**src/rtl/pipe_stall_seq.sv**
```systemverilog
// Pipeline stall/flush/halt sequencer: controls are combinational from state + hazard inputs, zero latency.
// No backpressure; stall dominates flush and halt, and HOLD defers halt until it completes.
module pipe_stall_seq #(
    parameter int HOLD_EXTRA = 1,
    parameter int CNT_W      = 16
) (
    input  logic             clk,
    input  logic             rst_n,
    input  logic             stall,
    input  logic             stall2,
    input  logic             c_adventure,
    input  logic             halt_req,
    output logic             PC_en,
    output logic             IFID_en,
    output logic             IFID_flush,
    output logic             IDEX_bubble,
    output logic             busy,
    output logic [CNT_W-1:0] stall_cycles,
    output logic [CNT_W-1:0] flush_count
);

    typedef enum logic [1:0] {
        ST_RUN  = 2'd0,
        ST_HOLD = 2'd1,
        ST_HALT = 2'd2
    } state_t;

    localparam logic [1:0] HCNT_INIT = 2'(HOLD_EXTRA - 1);

    state_t           r_state;
    state_t           w_state_nxt;
    logic [1:0]       r_hcnt;
    logic [1:0]       w_hcnt_nxt;
    logic [CNT_W-1:0] r_stall_cycles;
    logic [CNT_W-1:0] r_flush_count;

    always_ff @(posedge clk or negedge rst_n) begin
        if (!rst_n) begin
            r_state <= ST_RUN;
            r_hcnt  <= 2'd0;
        end else begin
            r_state <= w_state_nxt;
            r_hcnt  <= w_hcnt_nxt;
        end
    end

    always_comb begin
        w_state_nxt = r_state;
        w_hcnt_nxt  = r_hcnt;
        case (r_state)
            ST_RUN: begin
                if (stall) begin
                    if (stall2) begin
                        w_state_nxt = ST_HOLD;
                        w_hcnt_nxt  = HCNT_INIT;
                    end
                end else if (halt_req) begin
                    w_state_nxt = ST_HALT;
                end
            end
            ST_HOLD: begin
                if (r_hcnt == 2'd0) begin
                    w_state_nxt = ST_RUN;
                end else begin
                    w_hcnt_nxt = r_hcnt - 2'd1;
                end
            end
            ST_HALT: begin
                if (!halt_req) begin
                    w_state_nxt = ST_RUN;
                end
            end
            default: begin
                w_state_nxt = ST_RUN;
                w_hcnt_nxt  = 2'd0;
            end
        endcase
    end

    // Halt also suppresses a same-cycle flush: the branch is re-evaluated once fetch resumes.
    always_comb begin
        PC_en       = 1'b1;
        IFID_en     = 1'b1;
        IFID_flush  = 1'b0;
        IDEX_bubble = 1'b0;
        case (r_state)
            ST_RUN: begin
                if (stall || halt_req) begin
                    PC_en       = 1'b0;
                    IFID_en     = 1'b0;
                    IDEX_bubble = 1'b1;
                end else if (c_adventure) begin
                    IFID_flush = 1'b1;
                end
            end
            default: begin
                PC_en       = 1'b0;
                IFID_en     = 1'b0;
                IDEX_bubble = 1'b1;
            end
        endcase
    end

    assign busy = (r_state == ST_HOLD) || (r_state == ST_HALT);

    always_ff @(posedge clk or negedge rst_n) begin
        if (!rst_n) begin
            r_stall_cycles <= '0;
            r_flush_count  <= '0;
        end else begin
            if (!PC_en && (r_stall_cycles != {CNT_W{1'b1}})) begin
                r_stall_cycles <= r_stall_cycles + CNT_W'(1);
            end
            if (IFID_flush && (r_flush_count != {CNT_W{1'b1}})) begin
                r_flush_count <= r_flush_count + CNT_W'(1);
            end
        end
    end

    assign stall_cycles = r_stall_cycles;
    assign flush_count  = r_flush_count;

endmodule

```
**config.mk**
```make
export PLATFORM = sky130hd
export DESIGN_NAME = pipe_stall_seq
export DESIGN_NICKNAME = d
export VERILOG_FILES = /design/src/rtl/pipe_stall_seq.sv
export SDC_FILE = /design/constraint.sdc
export NUM_CORES = 1
export LEC_CHECK = 0
export BUFFER_PORTS_ARGS = -buffer_cell sky130_fd_sc_hd__buf_2
export CAP_MARGIN = 20
export CELL_PAD_IN_SITES_DETAIL_PLACEMENT = 2
export CELL_PAD_IN_SITES_GLOBAL_PLACEMENT = 2
export CORE_MARGIN = 2
export CORE_UTILIZATION = 34
export CTS_CLUSTER_DIAMETER = 60
export DETAILED_ROUTE_END_ITERATION = 10
export PLACE_DENSITY_LB_ADDON = 0.2
export SLEW_MARGIN = 20
export SYNTH_ARGS = -nofsm -noshare
export SYNTH_HDL_FRONTEND = slang
export SYNTH_SLANG_ARGS = --single-unit
```
**constraint.sdc**
```tcl
create_clock -name clk -period 2.6 [get_ports clk]
set_clock_uncertainty 0.2 [all_clocks]
set_input_delay 0.26 -clock clk [delete_from_list [all_inputs] [get_ports clk]]
set_output_delay 0.26 -clock clk [all_outputs]
set_load 0.005 [all_outputs]
```
==> results, run 1 <==
- The vertical die dimension is 78.5 um.
- The routability-driven placement congestion ratio is 0.758.
- The synthesized netlist cell count is 173.
- Setup repair after global routing left no endpoint under its margin.
- The achievable frequency is 0.424 GHz.
- The number of max-slew violations in the final report is 0.
- In the final routed layout, each cell accounts on average for 16.9 um.
- The maximum number of pins on one net before global-route repair is 37.
- The sum of routed wire length over all layers is 4950 um.
- The worst endpoint data arrival time is 1.90 ns.
- Across all register-to-register paths, the minimum setup slack is 0.34 ns.
- STA classifies the critical path startpoint as a register.
- The net count after synthesis is 185.
- At the pin with the least slew margin, the transition time is 0.818 ns.
- The signed area change from the synthesized netlist to the final layout is 19.7%.
- In the final timing run, aggregate negative setup slack is 0 ns.
- TritonCTS built the clock tree.
- The net count of the finished layout is 232.
- For this configuration, the core starts out at a cell density of 34.7%.
- The final antenna diode count is 0.
- After the first detailed-routing iteration, the DRC count stood at 88.
- In this run the mean area of a mapped cell was 10.9 um^2.
- The largest single stage delay on the critical path is 0.51 ns.
- The floorplan has 27 rows.
- Clock latency on the worst-skew pair, taken at its later pin, is 0.28 ns.
- For the worst setup path, the data required time is 2.14 ns.
- The final-report setup violation count is 0.
- In this run, synthesis inferred 0 flip-flops with an integrated enable.
- The post-detailed-placement half-perimeter wirelength is 3660 um.
- 43 I/O pins were placed.
- The worst hold endpoint is r_state[0].
- The die span in x is 78.5 um.
- The most frequently used flop master after synthesis is dfrtp_1.
- During synthesis, Yosys emitted a total of 0 warnings.
- The start point of the worst hold path is stall.
- The via count of the first global-routing pass is 1,691.
- The final period demand of the worst path is 2.36 ns.
- Leaving out fill and tap cells, the most frequent cells in the layout are buf_2, dfrtp_1, xor2_1.
- The first global-routing pass estimated 8550 um of wire.
- Counting both buffers and inverters, the worst setup path holds a total of 3.
- The tool flagged a number of max-cap violations equal to 0.
- The cell sitting at the root of the clock tree is a clkbuf_8.
- The post-route clock period utilization is 90.8%.
- The CTS sink count is 36.
- The total vias in the final route is 1,522.
- The post-detailed-placement cell area is 0.00217 mm^2.
- The clock input transition at the sequential cells of the worst setup and hold paths is 0.07 ns.
- After clock tree synthesis, the flow added hold-fix buffers numbering 1.
- The post-cts repair resize count is 0.
- The worst setup path is of the reg2out kind.
- The die covers 0.00616 mm^2.
- The overall power of the completed layout is 1.81 mW.
- The critical-path maximum fanout is 9.
- After synthesis the cells add up to 0.00189 mm^2.
- Yosys mapped the design onto 40 distinct sky130hd cell types.
- Dividing the detail-routed via count by the number of cells gives 5.21.
- Buffers added to address setup during post-CTS repair amount to 0.
- The run finished with clean final reports.
- Measured against its own limit, the worst slew margin works out to 45.5%.
- The number of port buffers is 42.
- The number of clock buffers added by TritonCTS is 5.
- The worst setup path is captured at an output port.
- The worst hold path passes through 3 cells.
- The number of antenna violations at the first check in global routing came to 0.
- The global-route usage over all layers is 17.5%.
- The worst-case reg-to-reg path depth is 7.
- The power density of the placed cells is 801 mW/mm^2.
- The largest voltage drop on the vdd net is 244 uV.
- Once layout is done, the placed cells without fillers occupy 0.00226 mm^2.
- The cell leakage power is 1.19 nW.
- The flip-flop and latch count after synthesis is 36.
- CTS built an H-tree with a depth of 2.
- The path class of the lowest-slack min-delay path is in2reg.
- The fraction of met3 tracks used by global routing is 3.68%.
- In the synthesized netlist the async set-or-reset flop fraction comes to 100%.
- Leaving out fill and tap cells, the most frequent cell in the layout is buf_2.
- For this run, design rule violations remaining after detail routing come to 0.
- The area inside the core boundary is 0.00544 mm^2.
- The share of synthesized area occupied by flip-flops and latches is 47.8%.
- The first TritonRoute pass finished after 4 iterations.
- The number of failing hold endpoints at the final stage came to 0.
- Among all stages on the critical path, the largest delay is contributed by or3b_2.
- On the critical path the largest part of the delay comes from simple AND/OR/NAND/NOR gates.
- The remaining global-route overflow is 0.
- The number of buffers between clock root and the deepest sink is 2.
- The fraction of final layout cells with drive strength greater than 1 is 27.3%.
- The start of the worst register-to-register path is r_state[0].
- In this run the remaining antenna-violating nets after routing total 0.
- Global routing used 29.6% of the available met2 tracks.
- Walking the worst path, the cells encountered are inv_1, ha_1, or3b_2, inv_2, buf_2.
- The terminus of the critical flop-to-flop path is r_state[1].
- In this run the most used layer during global routing was met2.
- Global routing used 22.7% of the available met1 tracks.
flip-flops by register name (all words and copies together), names as in the netlist:
name / flops
r_hcnt: 2
r_state: 2
stall_cycles: 16
flush_count: 16
synth_stat cells, types with 2 or more instances:
cell type | n | share of area [%]
dfrtp_1 | 36 | 48
xor2_1 | 25 | 12
nand2_1 | 15 | 3.0
nand4_1 | 10 | 3.3
nor3_1 | 9 | 2.4
inv_1 | 8 | 1.6
nand3_1 | 7 | 1.9
nor4_1 | 7 | 2.3
ha_1 | 6 | 4.0
nor4b_1 | 5 | 2.3
and4_1 | 4 | 1.9
xnor2_1 | 4 | 1.9
nor2_1 | 3 | 0.60
o21ai_0 | 3 | 0.80
a21oi_1 | 2 | 0.53
and3_1 | 2 | 0.66
nand4_2 | 2 | 1.3
nor3b_1 | 2 | 0.80
nor4_4 | 2 | 2.3
through the flow:
step / hold WS [ns] / cells / worst slack (ns) / utilization (%)
final: 0.0853 / 292 / 0.240 / 41.5
after global routing: 0.0988 / 292 / 0.133 / 41.5
after CTS: 0.0756 / 292 / 0.230 / 41.5
after detailed placement: 0.222 / 284 / 0.370 / 39.9
after global placement: 0.194 / 284 / 0.521 / 39.9
after floorplan: -0.236 / 173 / 0.602 / -
routing by layer:
metal	wire, um	vias to the layer above
met4	47	0
li1	-	715
met5	0	-
met2	2520	39
met3	178	6
met1	2210	762
worst max-delay path by stage:
stage                          start              end  slack [ns]  cells past startpoint
after floorplan           r_state[0]  stall_cycles[1]        0.60                      6
after global placement    r_state[0]       r_state[1]        0.52                      7
after detailed placement  r_state[0]       r_state[1]        0.37                      7
after CTS                 r_state[0]          IFID_en        0.23                      5
after global routing      r_state[0]          IFID_en        0.13                      5
final                     r_state[0]          IFID_en        0.24                      5
where the power goes:
part           internal [mW]  switching [mW]
Sequential             0.686           0.164
Combinational          0.281           0.306
Clock                  0.182           0.189
Total                   1.15           0.659
worst reg2reg max path, stage by stage (launching register included):
cell	delay (ns)
dfrtp_1	0.38
inv_1	0.08
ha_1	0.27
or3b_2	0.25
inv_2	0.11
a221oi_1	0.45
o21ai_0	0.18
a32o_1	0.24
logic make-up (layout without fill, tap and decap cells):
group	after synthesis	after routing	share of synthesized area (%)
compound gates	10	10	3.72
buf+inv	12	59	2.65
xor+xnor	29	29	13.5
fa+ha+maj	6	6	3.98
flops	36	36	47.8
simple gates	78	78	27.0
mux	2	2	1.39
final cells by class:
| type | instances | area [um^2] |
|---|---|---|
| repair buffers | 43 | 220 |
| clock inverters | 1 | 5.00 |
| multi-input cells | 125 | 935 |
| flip-flops and latches | 36 | 901 |
| inverters | 9 | 33.8 |
| clock buffers | 6 | 72.6 |
| well taps | 72 | 90.1 |
| fillers | 600 | 3180 |
No activity file was read; power rests on OpenSTA's default activity.
==> inputs of run 2 (changes only) <==
- PLACE_DENSITY: default -> 0.82
- PLACE_DENSITY_LB_ADDON: 0.2 -> default
==> run 2 against run 1 <==
Setup slack gained 0.034 ns. Sequential share of layout area shrank 0.26 points. Non-clock buffer count unchanged. Via count is 0.66% lower. Flip-flop and latch count stayed put. Count of clock-buffer cells in the layout stayed put. Total power rose by 1.5%. Routed wire length decreased by 7.7%. Largest power group unchanged. Highest routed layer unchanged.
==> results, run 2 (same netlist as run 1, synthesis figures left out) <==
- Global routing consumed, over all layers together, 16.2% of the routing resources.
- In this run the deepest clock path goes through 2 buffers.
- The floorplan step defined a die boundary enclosing 0.00616 mm^2.
- The area inside the core boundary is 0.00544 mm^2.
- The number of buffers inserted to repair setup after CTS is 0.
- In this run the critical register-to-register path is launched from r_state[0].
- Setup repair after global routing left no endpoint under its margin.
- Routability-driven placement finished with a final weighted congestion of 0.804.
- After filler insertion, the fill cell instance count of the layout stands at 608.
- Buffers placed on the I/O ports in this run total 42.
- In this run the worst path has a maximum fanout of 9.
- The CTS sink count is 36.
- The achievable frequency is 0.430 GHz.
- The terminus of the critical flop-to-flop path is r_state[1].
- The average wire per standard cell is 15.6 um.
- The normalized max-slew margin is 45.1%.
- Summing all flip-flop and latch instances after layout gives 901 um^2.
- IR analysis of the VDD net gives a maximum drop of 372 uV.
- After detailed routing, the met3 layer carries 166 um of wire.
- The number of hold buffers added after CTS was 1.
- The analysis attributes to cell leakage a power of 1.20 nW.
- The row count is 27.
- The global-route wire length before repair is 7830 um.
- The flow ran to the end, and the final reports show no timing, DRC or antenna violations.
- After the last flow step, the layout net total stands at 232.
- The die span in x is 78.5 um.
- Relative to the synthesized area, the layout overhead comes to 20.5%.
- The number of failing hold endpoints at the final stage is 0.
- The number of remaining DRC errors is 0.
- The power density of the placed cells is 808 mW/mm^2.
- The total instance count after detailed placement is 284.
- After clock tree synthesis, the clock-pin slew on the worst setup and hold paths is 0.07 ns.
- STA classifies the critical path startpoint as a register.
- The transition time of the tightest slew-check pin is 0.824 ns.
- The die is 78.5 um tall.
- The H-tree generated during clock tree synthesis spans 2 levels.
- The clock buffer count from CTS is 5.
- The remaining global-route overflow is 0.
- The core utilization of the finished layout is 41.8%.
- The post-cts repair resize count is 0.
- The detailed router finished its first iteration with 49 violations.
- TritonCTS built the clock tree.
- The pre-antenna-repair detailed-routing pass consisted of 4 iterations.
- Adding up every negative setup slack in the final design gives 0 ns.
- The insertion delay of the later-clocked pin in the worst-skew pair is 0.28 ns.
- 0 antenna diodes ended up in the layout.
- The initial cell density of the core is 34.7%.
- The fraction of final layout cells with drive strength greater than 1 is 28.1%.
- STA classifies the critical path endpoint as an output port.
- The topmost layer with routed signal wires is met4.
- The number of max-slew violations in the final report is 0.
- The finished layout holds 293 standard cells, fillers aside.
- The final period demand of the worst path is 2.33 ns.
- The most critical setup path has its startpoint at r_state[0].
- The maximum number of pins on one net before global-route repair is 37.
- Summed over all layers, the routed wires come to 4570 um.
- Along the worst hold path, the cell count comes to 3.
- The post-route clock period utilization is 89.5%.
- In the final routing, the length of wire on met1 measures 2020 um.
- The routed layout has 1,512 vias.
- At the worst endpoint, the required time is 2.14 ns.
- The worst endpoint data arrival time is 1.87 ns.
- The setup path with the least slack is of type reg2out.
- In this run the most critical hold path is launched from stall.
- The path class of the tightest hold or removal check is in2reg.
- The worst hold path terminates at r_state[0].
- The final-report setup violation count is 0.
- The count of maximum capacitance violations is 0.
- In this run the count of I/O pins placed on the die edge is 43.
- The area of combinational cells with multiple inputs is 935 um^2.
- Detailed placement finished with a half-perimeter wire length of 3520 um.
- Across all register-to-register paths, the minimum setup slack is 0.34 ns.
- The library cell used most frequently in the layout, excluding fill and tap cells, is buf_2.
- The ratio of routed vias to standard cells is 5.16.
- The detail route stage leaves a number of antenna-violating nets equal to 0.
- The top cell types in the final layout, fill and taps aside, are buf_2, dfrtp_1, xor2_1.
- In the detailed route, the total length drawn on met2 is 2350 um.
- The number of antenna violations at the first check in global routing is 0.
- The via count of the first global-routing pass is 1,582.
- The tree is rooted in a clkbuf_8.
- The worst-case reg-to-reg path depth is 7.
## run 2: cell count changes in the layout (fill, tap and decap cells not counted)
cell	previous run	this run
clkinv_2	1	2
clkbuf_8	5	6
clkbuf_1	1	0
## run 2: metal layers
metal  GRT usage (%)  vias to the layer above
met3            3.10                        6
met5               0                        -
met4            3.68                        0
met2            28.3                       32
li1                -                      721
met1            20.6                      753
## run 2: worst max-delay path by stage
| stage | endpoint | slack [ns] | depth (start not counted) |
|---|---|---|---|
| after detailed placement | r_state[1] | 0.36 | 7 |
| after global placement | r_state[1] | 0.45 | 7 |
| final | IFID_en | 0.27 | 5 |
| after global routing | r_state[1] | 0.04 | 7 |
| after floorplan | stall_cycles[1] | 0.60 | 6 |
| after CTS | IFID_en | 0.26 | 5 |
## run 2: worst max-delay path, stage by stage, from the launching register on
cell and delay [ns]:
dfrtp_1 0.40, inv_1 0.10, ha_1 0.25, or3b_2 0.50
inv_2 0.18, buf_2 0.15
## run 2: power by group
part	switching (mW)	internal, mW
combinational	0.299	0.281
clock	0.195	0.211
sequential	0.163	0.686
## run 2: metrics by stage
step                total power [mW]  setup WS, ns  instance area (um^2)  hold WS (ns)
floorplan                       1.20         0.602                  1890        -0.236
global placement                1.42         0.450                  2170         0.205
detailed placement              1.46         0.359                  2170         0.215
CTS                             1.88         0.261                  2270        0.0785
global route                    1.99        0.0397                  2270        0.0876
finish                          1.84         0.274                  2270        0.0768
## run 2: area by class of cell
cell class / count / area share [%]
clock inverter: 2 / 0.441
timing repair buffer: 43 / 9.69
sequential: 36 / 39.6
multi-input combinational: 125 / 41.1
inverter: 9 / 1.49
clock buffer: 6 / 3.63
tap: 72 / 3.96
